[config.mk]
export PLATFORM = sky130hd
export DESIGN_NAME = piece_bag
export DESIGN_NICKNAME = d
export VERILOG_FILES = /design/src/rtl/piece_bag.sv
export SDC_FILE = /design/constraint.sdc
export NUM_CORES = 1
export LEC_CHECK = 0
export BUFFER_PORTS_ARGS = -buffer_cell sky130_fd_sc_hd__buf_2
export CORE_MARGIN = 2
export CORE_UTILIZATION = 55
export DETAILED_ROUTE_END_ITERATION = 7
export GPL_TIMING_DRIVEN = 0
export PLACE_DENSITY = 0.72
export SETUP_SLACK_MARGIN = 0.15
export SYNTH_ARGS = -nofsm -noshare
export SYNTH_HDL_FRONTEND = slang
export SYNTH_SLANG_ARGS = --single-unit
[constraint.sdc]
create_clock -name clk -period 11.7 [get_ports clk]
set_input_delay 1.755 -clock clk [delete_from_list [all_inputs] [get_ports clk]]
set_output_delay 1.755 -clock clk [all_outputs]
set_load 0.05 [all_outputs]
[src/rtl/piece_bag.sv]
// 7-bag tetromino generator feeding a small valid/take FIFO, LFSR seeded with player entropy.
// Optional next-piece preview register enabled by defining PIECE_BAG_PREVIEW_EN.
module piece_bag #(
  parameter int          PIECE_BITS  = 3,
  parameter int          QUEUE_DEPTH = 4,
  parameter logic [15:0] LFSR_SEED   = 16'hACE1
) (
  input  logic                  clk,
  input  logic                  rst_n,
  input  logic                  entropy_in,
  input  logic                  take,
  output logic [PIECE_BITS-1:0] piece,
  output logic                  piece_valid,
  output logic [PIECE_BITS-1:0] next_piece,
  output logic [2:0]            bag_remaining
);

  // Handshake: piece is the head whenever piece_valid is high; a cycle with
  // take && piece_valid consumes it. take with piece_valid low has no effect.

  localparam int          PTR_W     = (QUEUE_DEPTH > 1) ? $clog2(QUEUE_DEPTH) : 1;
  localparam int          CNT_W     = $clog2(QUEUE_DEPTH + 1);
  localparam logic [6:0]  BAG_FULL  = 7'b1111111;
  localparam logic [15:0] LFSR_TAPS = 16'hB400;

  logic [15:0]           lfsr_q, lfsr_d;
  logic [6:0]            mask_q, mask_d;
  logic [PIECE_BITS-1:0] mem_q [QUEUE_DEPTH];
  logic [PIECE_BITS-1:0] mem_d [QUEUE_DEPTH];
  logic [PTR_W-1:0]      rd_ptr_q, rd_ptr_d, wr_ptr_q, wr_ptr_d;
  logic [CNT_W-1:0]      count_q, count_d;
  logic [PIECE_BITS-1:0] piece_q, piece_d;
  logic                  piece_valid_q, piece_valid_d;
  logic [2:0]            cand, sel;
  logic                  push, pop;

  function automatic logic [PTR_W-1:0] ptr_inc(input logic [PTR_W-1:0] p);
    if (p == PTR_W'(QUEUE_DEPTH - 1)) return '0;
    return p + PTR_W'(1);
  endfunction

  always_comb begin
    lfsr_d    = (lfsr_q >> 1) ^ (lfsr_q[0] ? LFSR_TAPS : 16'h0000);
    lfsr_d[0] = lfsr_d[0] ^ entropy_in;
    if (lfsr_d == 16'h0000) lfsr_d = LFSR_SEED;
  end

  // Cyclic first-set search from the candidate; the mask is never all-zero.
  always_comb begin : sel_logic
    int idx;
    cand = (lfsr_q[2:0] == 3'd7) ? 3'd0 : lfsr_q[2:0];
    sel  = 3'd0;
    for (int k = 6; k >= 0; k--) begin
      idx = int'(cand) + k;
      if (idx >= 7) idx = idx - 7;
      if (mask_q[idx]) sel = 3'(idx);
    end
  end

  assign push = (count_q != CNT_W'(QUEUE_DEPTH)) || take;
  assign pop  = take && (count_q != '0);

  always_comb begin
    mask_d   = mask_q;
    mem_d    = mem_q;
    wr_ptr_d = wr_ptr_q;
    rd_ptr_d = rd_ptr_q;
    count_d  = count_q;
    if (push) begin
      mask_d = mask_q & ~(7'b0000001 << sel);
      if (mask_d == 7'b0000000) mask_d = BAG_FULL;
      mem_d[wr_ptr_q] = PIECE_BITS'(sel) + PIECE_BITS'(1);
      wr_ptr_d        = ptr_inc(wr_ptr_q);
    end
    if (pop) rd_ptr_d = ptr_inc(rd_ptr_q);
    case ({push, pop})
      2'b10:   count_d = count_q + CNT_W'(1);
      2'b01:   count_d = count_q - CNT_W'(1);
      default: count_d = count_q;
    endcase
    // Outputs look at the post-update queue so a same-cycle write to an empty head is visible.
    piece_valid_d = (count_d != '0);
    piece_d       = piece_valid_d ? mem_d[rd_ptr_d] : '0;
  end

  always_ff @(posedge clk or negedge rst_n) begin
    if (!rst_n) begin
      lfsr_q        <= LFSR_SEED;
      mask_q        <= BAG_FULL;
      rd_ptr_q      <= '0;
      wr_ptr_q      <= '0;
      count_q       <= '0;
      piece_q       <= '0;
      piece_valid_q <= 1'b0;
      for (int i = 0; i < QUEUE_DEPTH; i++) mem_q[i] <= '0;
    end else begin
      lfsr_q        <= lfsr_d;
      mask_q        <= mask_d;
      rd_ptr_q      <= rd_ptr_d;
      wr_ptr_q      <= wr_ptr_d;
      count_q       <= count_d;
      piece_q       <= piece_d;
      piece_valid_q <= piece_valid_d;
      for (int i = 0; i < QUEUE_DEPTH; i++) mem_q[i] <= mem_d[i];
    end
  end

`ifdef PIECE_BAG_PREVIEW_EN
  logic [PIECE_BITS-1:0] next_piece_q, next_piece_d;

  always_comb begin
    next_piece_d = (count_d >= CNT_W'(2)) ? mem_d[ptr_inc(rd_ptr_d)] : '0;
  end

  always_ff @(posedge clk or negedge rst_n) begin
    if (!rst_n) next_piece_q <= '0;
    else        next_piece_q <= next_piece_d;
  end

  assign next_piece = next_piece_q;
`else
  assign next_piece = '0;
`endif

  always_comb begin
    bag_remaining = 3'd0;
    for (int i = 0; i < 7; i++) bag_remaining = bag_remaining + {2'b00, mask_q[i]};
  end

  assign piece       = piece_q;
  assign piece_valid = piece_valid_q;

endmodule

==> results of run 1 <==
layer usage:
| layer | vias to the layer above | share of wire, % |
|---|---|---|
| li1 | 1362 | - |
| met1 | 1381 | 45 |
| met2 | 68 | 50 |
| met3 | 14 | 4.0 |
| met4 | 0 | 1.6 |
| met5 | - | 0 |
cell type report:
class                           count  share of cell area (%)
Multi-Input combinational cell    269                   56.18
Clock buffer                        7                   2.027
Buffer                             26                   3.156
Inverter                           35                   3.488
Clock inverter                      1                  0.1993
Sequential cell                    46                   31.06
Timing Repair Buffer               10                   1.329
Tap cell                           77                   2.558
flip-flops by register name (all words and copies together) (netlist names):
name	flops
piece	3
rd_ptr_q	2
count_q	3
mem_q	12
mask_q	7
wr_ptr_q	2
lfsr_q	16
piece_valid	1
synthesized netlist by cell type, types with 6 or more instances:
master / n
a21oi_1: 17
a31oi_1: 8
clkbuf_1: 18
dfrtp_1: 31
dfstp_2: 15
ha_1: 19
inv_1: 34
mux2_2: 6
mux2i_1: 30
nand2_1: 32
nand2b_1: 8
nand3_1: 7
nor2_1: 12
nor3_1: 6
o21ai_0: 24
kinds of logic after synthesis:
family	count (synthesis)	share of synthesized area (%)
buf+inv	61	7.092
flops	46	33.16
compound gates	99	19.75
simple gates	91	13.01
mux	41	13.72
fa+ha+maj	24	9.575
xor+xnor	11	3.582
other cells	1	0.1063
worst max-delay path, cell delays in order, from the launching register on:
cell      delay (ns)
dfstp_2         0.57
ha_1            0.17
buf_6           0.14
nand2b_1        0.29
inv_1           0.18
ha_1            0.27
mux2i_1         0.37
mux4_2          0.59
a21oi_1         0.31
nor3b_1         0.30
a41oi_1         0.18
a32oi_2         0.50
inv_1           0.14
ha_1            0.25
o221ai_1        0.31
nor3_1          0.10
a41o_2          0.29
o22a_2          0.24
or2_1           0.24
through the flow:
stage               setup WS (ns)  utilization [%]
finish                      6.186            60.00
global route                5.836            60.00
CTS                         6.224            60.00
detailed placement          6.245            58.66
global placement            6.366            58.66
floorplan                   7.024                -
path summary, 6_finish.rpt:
path | to | start | slack (ns) | depth (start not counted)
worst max register to register | mask_q[1] | lfsr_q[0] | 6.19 | 18
worst min-delay path | lfsr_q[8] | lfsr_q[9] | 0.46 | 1
min in group asynchronous | piece[2] | rst_n | 1.62 | 1
worst min register to register | lfsr_q[8] | lfsr_q[9] | 0.46 | 1
worst max-delay path | mask_q[1] | lfsr_q[0] | 6.19 | 18
max in group asynchronous | mem_q[2] | rst_n | 9.49 | 1
==> summary.txt, run 1 <==
Die width - 84.10 um
Setup violators final - 0
Number of synthesized register bits - 46
Root buffer cell - clkbuf_8
Pre-antenna DRT Iters - 4
Fmax - 0.1814 GHz
Hold slack - 0.4560 ns
Ys Warns - 0
Ys async rst share - 100.0%
CP endpoint kind - flip-flop
GRT met1 Usage - 29.07%
Layout Cells excl Fill - 471
First-pass GRT wire length - 12,480 um
Layer with the highest usage - met2
Relative slew margins - 35.50%
Area of the multi-input gates - 2116 um^2
Sequential area share after synthesis - 33.16%
Die ar. - 7072 um^2
Most frequent cells in the layout - inv_1 (34), nand2_1 (32), dfrtp_1 (31)
Max_cap viols - 0
Dpl cell area - 3682 um^2
CTS Hold Buffers Added - 0
WP data arrival - 5.73 ns
Worst slew pin tran - 0.9674 ns
Vias in the first global route - 2,666
Grt ovf - 0
CP Launch Type - flip-flop
Area growth, synth to finish - 6.738%
RSZ-0062 raised after global routing - false
Detailed Route Iter0 Violations - 142
TritonCTS clock tree - yes
# DRC - 0
Final ANT Viol Nets - 0
Setup Skew - 0.007890 ns
Share of the synthesized area in the top cell type - 21.99%
Fin. max-slew vios - 0
Met2 GRT Util - 37.01%
CP Data Required Time - 11.92 ns
Setup bufs post-CTS - 0
Initial cell density of the core - 56.21%
Synth Area per Inst - 9.434 um^2
Top_reg_cell synth - dfrtp_1
Mapped cell area - 3528 um^2
Period utilisation layout - 47.13%
Synth top area cells - dfrtp_1 (22%), dfstp_2 (11%), mux2i_1 (8.5%)
Port bufs - 10
Cts repair resizes - 0
IO Pins - 14
Clk slew on worst S/H paths - 0.08 ns
Number of fillers in the final layout - 572
Cell taking the most area after synthesis - dfrtp_1
Worst-skew pair later-pin latency - 0.29 ns
Sequential Area - 1170 um^2
Layout cells sized above 1 - 18.02%
Largest net degree at the start of global routing - 47
Placeable core area - 6277 um^2
Synth unique cells - 70
Vias/cell - 5.998
CTS sink count - 46
Hold WC Path Type - reg -> reg
Die Ht - 84.10 um
CTS Buf Count - 5
Most common cell after layout, fill and taps aside - inv_1
Status - finished, final reports clean
Min cycle time layout - 5.514 ns
Row count - 29
Via count - 2,825
Initial antenna violation count - 0
Fin nets - 421
Dpl hpwl - 5777 um
Dpl cells - 463
Worst-path fanout max - 9
Ant. Diodes - 0
Routability-driven placement congestion ratio - 0.9376
Htree depth - 2
Sum Neg Setup Slack - 0 ns
Syn Inst Count - 374
Post-route cell area - 3766 um^2
Total Routing Usage GR - 21.81%
Final Hold Viols - 0
Met3 Track Usage GR - 2.374%
Post-synth EDFFs - 0
Final wirelength - 7632 um
WL per Instance - 16.20 um
WS Path Type - reg -> reg
CTS max path bufs - 2
Power of run 1 is left out: the tool's default activity adds up to more than one toggle a clock period on the data nets, which glitch-free logic cannot reach.
==> run 2: changes to the inputs <==
- PLACE_DENSITY: 0.72 -> 0.75
- clock period: 11.7 -> 5 ns (I/O delays scaled with it)
==> run 2 against run 1 <==
  * Sequential cell count did not move
  * Routed wire length increased by 3.8%
  * Register-to-register slack worse by 5.9 ns
  * Critical path depth rose by 3
  * Die area unchanged
  * Count of clock-buffer cells in the layout decreased by 1
  * First-iteration DRC count is 94% higher
  * Largest cell class unchanged
==> summary.txt, run 2 (same netlist as run 1, synthesis figures left out) <==
Top Family by Delay on Critical Path - compound AO/OA/AOI/OAI gates
Die ar. - 7072 um^2 (unchanged)
Crit path largest cell delay - 0.66 ns (+0.07 ns)
Largest register FFs - 16 (unchanged)
Most frequent CP cell - ha_2
Sum Neg Setup Slack - 0 ns (unchanged)
Fmax - 0.2136 GHz (+18%)
# DRC - 0 (unchanged)
Layout cells sized above 1 - 27.30% (+9.3 points)
Buf+Inv Stages, Crit Path - 2 (-1)
Dpl cell area - 3682 um^2 (unchanged)
Total Routing Usage GR - 22.39% (+0.58 points)
CTS Buf Count - 5 (unchanged)
Vias/cell - 6.079 (+1.4%)
Post-route cell area - 4053 um^2 (+7.6%)
Ant. Diodes - 0 (unchanged)
Worst slew pin tran - 0.9714 ns (+0.003932 ns)
WS Path Type - reg -> reg
TritonCTS clock tree - yes
CTS sink count - 46 (unchanged)
WP data arrival - 4.91 ns (-0.82 ns)
Status - finished, final reports clean
Pre-antenna DRT Iters - 5 (+1)
Area growth, synth to finish - 14.86%
Die Ht - 84.10 um (unchanged)
Hold depth - 1 (unchanged)
Hold Path Origin - lfsr_q[3]
Relative slew margins - 35.24% (-0.26 points)
Setup Skew - 0.007443 ns (-0.0004472 ns)
CP Launch Type - flip-flop
Reg2reg path depth - 21 (+3)
R2r endpoint - mask_q[1]
Via count - 2,918 (+3.3%)
Routability-driven placement congestion ratio - 0.9407 (+0.33%)
Most frequent cells in the layout - nand2_1 (31), dfrtp_1 (31), inv_1 (30)
Fin nets - 430 (+2.1%)
WL per Instance - 16.50 um (+1.8%)
CP Cell Sequence - ha_1 > buf_6 > a21bo_4 > inv_6 > nand2_2 > ha_4 > mux2i_2 > or4b_2 > o31ai_1 > a21oi_4 > nor3b_4 > o21ai_0 > o21ai_1 > mux2_2 > ha_2 > ha_2 > o221ai_4 > nor4_2 > a41o_2 > o22a_4 > or2_1
Grt ovf - 0 (unchanged)
Clk slew on worst S/H paths - 0.08 ns (about the same)
Period utilisation layout - 93.65% (+47 points)
Regs by FF count - lfsr_q x16, mem_q x12, mask_q x7
Root buffer cell - clkbuf_8
Worst path slowest cell - or4b_2
Critical R2R Launch - lfsr_q[1]
IO Pins - 14 (unchanged)
Largest net degree at the start of global routing - 47 (unchanged)
Port bufs - 10 (unchanged)
Row count - 29 (unchanged)
Htree depth - 2 (unchanged)
Worst-skew pair later-pin latency - 0.30 ns (about the same)
First-pass GRT wire length - 12,940 um (+3.7%)
Worst-path fanout max - 9 (unchanged)
Dpl hpwl - 5588 um (-3.3%)
RSZ-0062 raised after global routing - false
Detailed Route Iter0 Violations - 276 (+94%)
Final Hold Viols - 0 (unchanged)
Final wirelength - 7921 um (+3.8%)
CTS max path bufs - 2 (unchanged)
Placeable core area - 6277 um^2 (unchanged)
CP endpoint kind - flip-flop
Initial cell density of the core - 56.21% (unchanged)
Hold WC Path Type - reg -> reg
Most flops, register - lfsr_q
Die width - 84.10 um (unchanged)
Fin. max-slew vios - 0 (unchanged)
Hold path endpoint - lfsr_q[2]
Max_cap viols - 0 (unchanged)
Setup violators final - 0 (unchanged)
Final ANT Viol Nets - 0 (unchanged)
Worst reg2reg setup slack - 0.32 ns (-5.87 ns)
Min cycle time layout - 4.683 ns (-0.8314 ns)
Initial antenna violation count - 0 (unchanged)
CP Data Required Time - 5.22 ns (-6.70 ns)
Vias in the first global route - 2,756 (+3.4%)
## run 2: final cells by class
class / instances / area, um^2
plain buffers: 26 / 125.1
clock buffers: 6 / 72.57
clock inverters: 2 / 13.76
fillers: 516 / 2225
inverters: 35 / 136.4
multi-input cells: 269 / 2321
flip-flops and latches: 46 / 1170
well taps: 77 / 96.34
repair buffers: 19 / 117.6
## run 2: worst reg2reg max path: stages, from the launching register on
cell	delay [ns]
dfrtp_1	0.40
ha_1	0.19
buf_6	0.14
a21bo_4	0.24
inv_6	0.10
nand2_2	0.09
ha_4	0.30
mux2i_2	0.12
or4b_2	0.66
o31ai_1	0.16
a21oi_4	0.08
nor3b_4	0.18
o21ai_0	0.11
o21ai_1	0.11
mux2_2	0.31
ha_2	0.18
ha_2	0.19
o221ai_4	0.25
nor4_2	0.08
a41o_2	0.26
o22a_4	0.23
or2_1	0.23
## run 2: how the worst max path moves through the flow
stage                          from        end  slack, ns  cells past startpoint
after detailed placement  lfsr_q[0]  mask_q[1]      -0.38                     18
after floorplan           lfsr_q[0]  mask_q[0]       0.32                     18
after CTS                 lfsr_q[0]  mask_q[1]       0.16                     19
after global routing      lfsr_q[0]  mask_q[1]       0.11                     18
final                     lfsr_q[1]  mask_q[1]       0.32                     21
after global placement    lfsr_q[0]  mask_q[1]      -0.30                     18
## run 2: timing repair
action / CTS / global route
endpoints found under the hold margin: 0 / 0
gates resized for setup: 14 / 32
hold buffers: 0 / 0
pin swaps: 1 / 12
setup endpoints to repair: 9 / 9
setup buffers: 2 / 7
## run 2: layer usage
layer	vias up	share of wire, %	global-route usage [%]
li1	1379	-	-
met1	1415	43	30.08
met2	108	50	37.30
met3	16	4.9	2.967
met4	0	2.1	7.625
met5	-	0	0
## run 2: through the flow
stage                     hold WS (ns)  setup slack (ns)  std cells  utilization [%]
after floorplan                 0.4240            0.3240        376                -
after global placement          0.4402           -0.3016        463            58.66
after detailed placement        0.4508           -0.3834        463            58.66
after CTS                       0.4695            0.1582        473            61.21
after global routing            0.4951            0.1134        480            64.56
final                           0.4627            0.3174        480            64.56
Power of run 2 is left out for the same reason.
==> run 3: changes to the inputs <==
- BUFFER_PORTS_ARGS: -buffer_cell sky130_fd_sc_hd__buf_2 -> -buffer_cell sky130_fd_sc_hd__buf_4
==> run 3 against run 2 <==
  * First-iteration DRC count decreased by 13%
  * Clock skew decreased by 0.0010 ns
  * Hold slack got worse by 0.035 ns
  * Critical path type unchanged
  * Sequential share of layout area decreased by 0.78 points
  * Die area unchanged
  * Routed wire length increased by 5.6%
  * Register-to-register slack got worse by 0.02 ns
  * Largest cell class unchanged
  * Via count decreased by 0.27%
  * Cell count increased by 0.63%
  * Global-route usage increased by 0.81 points
==> summary.txt, run 3 (same netlist as run 1, synthesis figures left out) <==
Status - finished, final reports clean
Htree depth - 2 (unchanged)
Most flops, register - lfsr_q
Relative slew margins - 39.86% (+4.6 points)
Detailed Route Iter0 Violations - 239 (-13%)
Largest net degree at the start of global routing - 47 (unchanged)
Hold WC Path Type - in -> async
Worst-path fanout max - 9 (unchanged)
TritonCTS clock tree - yes
Root buffer cell - clkbuf_8
Most frequent cells in the layout - inv_1 (32), nand2_1 (31), dfrtp_1 (31)
First-pass GRT wire length - 13,300 um (+2.8%)
Worst-skew pair later-pin latency - 0.30 ns (about the same)
CP Cell Sequence - ha_1 > buf_6 > nand2b_4 > clkinvlp_4 > ha_4 > mux2i_4 > mux4_2 > a21oi_4 > nor3b_4 > a41oi_2 > a32oi_2 > inv_1 > ha_2 > o21ai_0 > o21ai_0 > a32o_1 > o22a_4 > or2_1
Pre-antenna DRT Iters - 5 (unchanged)
CP Launch Type - flip-flop
Total Routing Usage GR - 23.20% (+0.81 points)
Die Ht - 84.10 um (unchanged)
Vias/cell - 6.025 (-0.89%)
Critical R2R Launch - lfsr_q[0]
CTS max path bufs - 2 (unchanged)
Grt ovf - 0 (unchanged)
IO Pins - 14 (unchanged)
Vias in the first global route - 2,759 (+0.11%)
CTS Buf Count - 5 (unchanged)
CP Data Required Time - 5.23 ns (about the same)
Most common cell after layout, fill and taps aside - inv_1
R2r endpoint - mask_q[3]
Area growth, synth to finish - 18.05%
Regs by FF count - lfsr_q x16, mem_q x12, mask_q x7
Dpl cells - 463 (unchanged)
Initial antenna violation count - 0 (unchanged)
Ant. Diodes - 0 (unchanged)
Layout Cells excl Fill - 483 (+0.63%)
Worst reg2reg setup slack - 0.30 ns (-0.02 ns)
Worst path slowest cell - mux4_2
Area of the multi-input gates - 2354 um^2 (+1.4%)
Reg2reg path depth - 18 (-14%)
WL per Instance - 17.32 um (+5.0%)
Row count - 29 (unchanged)
RSZ-0062 raised after global routing - false
WS Path Type - reg -> reg
Min cycle time layout - 4.699 ns (+0.01644 ns)
Layout cells sized above 1 - 28.33% (+1.0 points)
Initial cell density of the core - 56.21% (unchanged)
Final ANT Viol Nets - 0 (unchanged)
Final Hold Viols - 0 (unchanged)
Fin nets - 433 (+0.70%)
Most frequent CP cell - o21ai_0
Number of fillers in the final layout - 534 (+3.5%)
Die width - 84.10 um (unchanged)
Sum Neg Setup Slack - 0 ns (unchanged)
Die ar. - 7072 um^2 (unchanged)
Final wirelength - 8367 um (+5.6%)
CP endpoint kind - flip-flop
Routability-driven placement congestion ratio - 0.9476 (+0.73%)
Max_cap viols - 0 (unchanged)
Fin. max-slew vios - 0 (unchanged)
Dpl hpwl - 5791 um (+3.6%)
Largest register FFs - 16 (unchanged)
Clk slew on worst S/H paths - 0.09 ns (about the same)
# DRC - 0 (unchanged)
Fmax - 0.2128 GHz (-0.35%)
Period utilisation layout - 93.98% (+0.33 points)
WP data arrival - 4.93 ns (+0.02 ns)
Placeable core area - 6277 um^2 (unchanged)
Crit path largest cell delay - 0.59 ns (-0.07 ns)
Worst slew pin tran - 0.9021 ns (-0.06921 ns)
Setup violators final - 0 (unchanged)
Via count - 2,910 (-0.27%)
Sequential Area - 1170 um^2 (unchanged)
Setup Skew - 0.006411 ns (-0.001032 ns)
CTS sink count - 46 (unchanged)
Port bufs - 10 (unchanged)
==> run 3: changes by cell type in the layout (fill, tap and decap cells not counted), moves of 2 or more <==
cell	delta
clkinvlp_4	+2
buf_2	-9
inv_1	+2
buf_4	+13
inv_2	-3
==> run 3: worst max-delay path, delay by kind of cell, from the launching register on <==
kind | cells | cell delay [ns]
flops | 1 | 0.56
buf+inv | 3 | 0.44
mux | 2 | 0.83
fa+ha+maj | 3 | 0.61
simple gates | 3 | 0.67
compound gates | 7 | 1.49
==> run 3: layer usage <==
metal | track usage, % | routed length, um | vias up
li1 | - | - | 1386
met1 | 29.52 | 3547 | 1431
met2 | 41.20 | 4303 | 71
met3 | 2.770 | 325 | 22
met4 | 6.891 | 191 | 0
met5 | 0 | 0 | -
==> run 3: repair_timing <==
| action | in CTS | in global routing |
|---|---|---|
| hold buffers | 0 | 0 |
| pin swaps | 2 | 8 |
| hold endpoints to repair | 0 | 0 |
| resized for setup | 19 | 30 |
| setup endpoints to repair | 9 | 9 |
| setup buffers | 2 | 10 |
==> run 3: worst max path at each step <==
| stage | start | to | slack [ns] |
|---|---|---|---|
| finish | lfsr_q[0] | mask_q[3] | 0.30 |
| global route | lfsr_q[0] | mask_q[3] | 0.15 |
| CTS | lfsr_q[1] | mask_q[3] | 0.16 |
| detailed placement | lfsr_q[0] | mask_q[3] | -0.45 |
| global placement | lfsr_q[0] | mask_q[1] | -0.27 |
| floorplan | lfsr_q[0] | mask_q[0] | 0.32 |
==> run 3: area by class of cell <==
| class | instances | share of cell area (%) |
|---|---|---|
| multi-input cells | 269 | 56.50 |
| repair buffers | 22 | 3.965 |
| flip-flops and latches | 46 | 28.09 |
| clock inverters | 3 | 1.172 |
| plain buffers | 26 | 2.944 |
| inverters | 35 | 3.364 |
| clock buffers | 5 | 1.652 |
| well taps | 77 | 2.313 |
==> run 3: per-stage QoR <==
step,utilization (%),cell area [um^2],hold slack [ns],setup slack [ns]
2_1_floorplan,-,3536,0.4240,0.3240
3_3_place_gp,59.06,3707,0.4410,-0.2722
3_5_place_dp,59.06,3707,0.4516,-0.4503
4_1_cts,62.43,3919,0.4503,0.1567
5_1_grt,66.35,4165,0.4811,0.1492
6_report,66.35,4165,0.4281,0.3010
Power of run 3 is left out for the same reason.
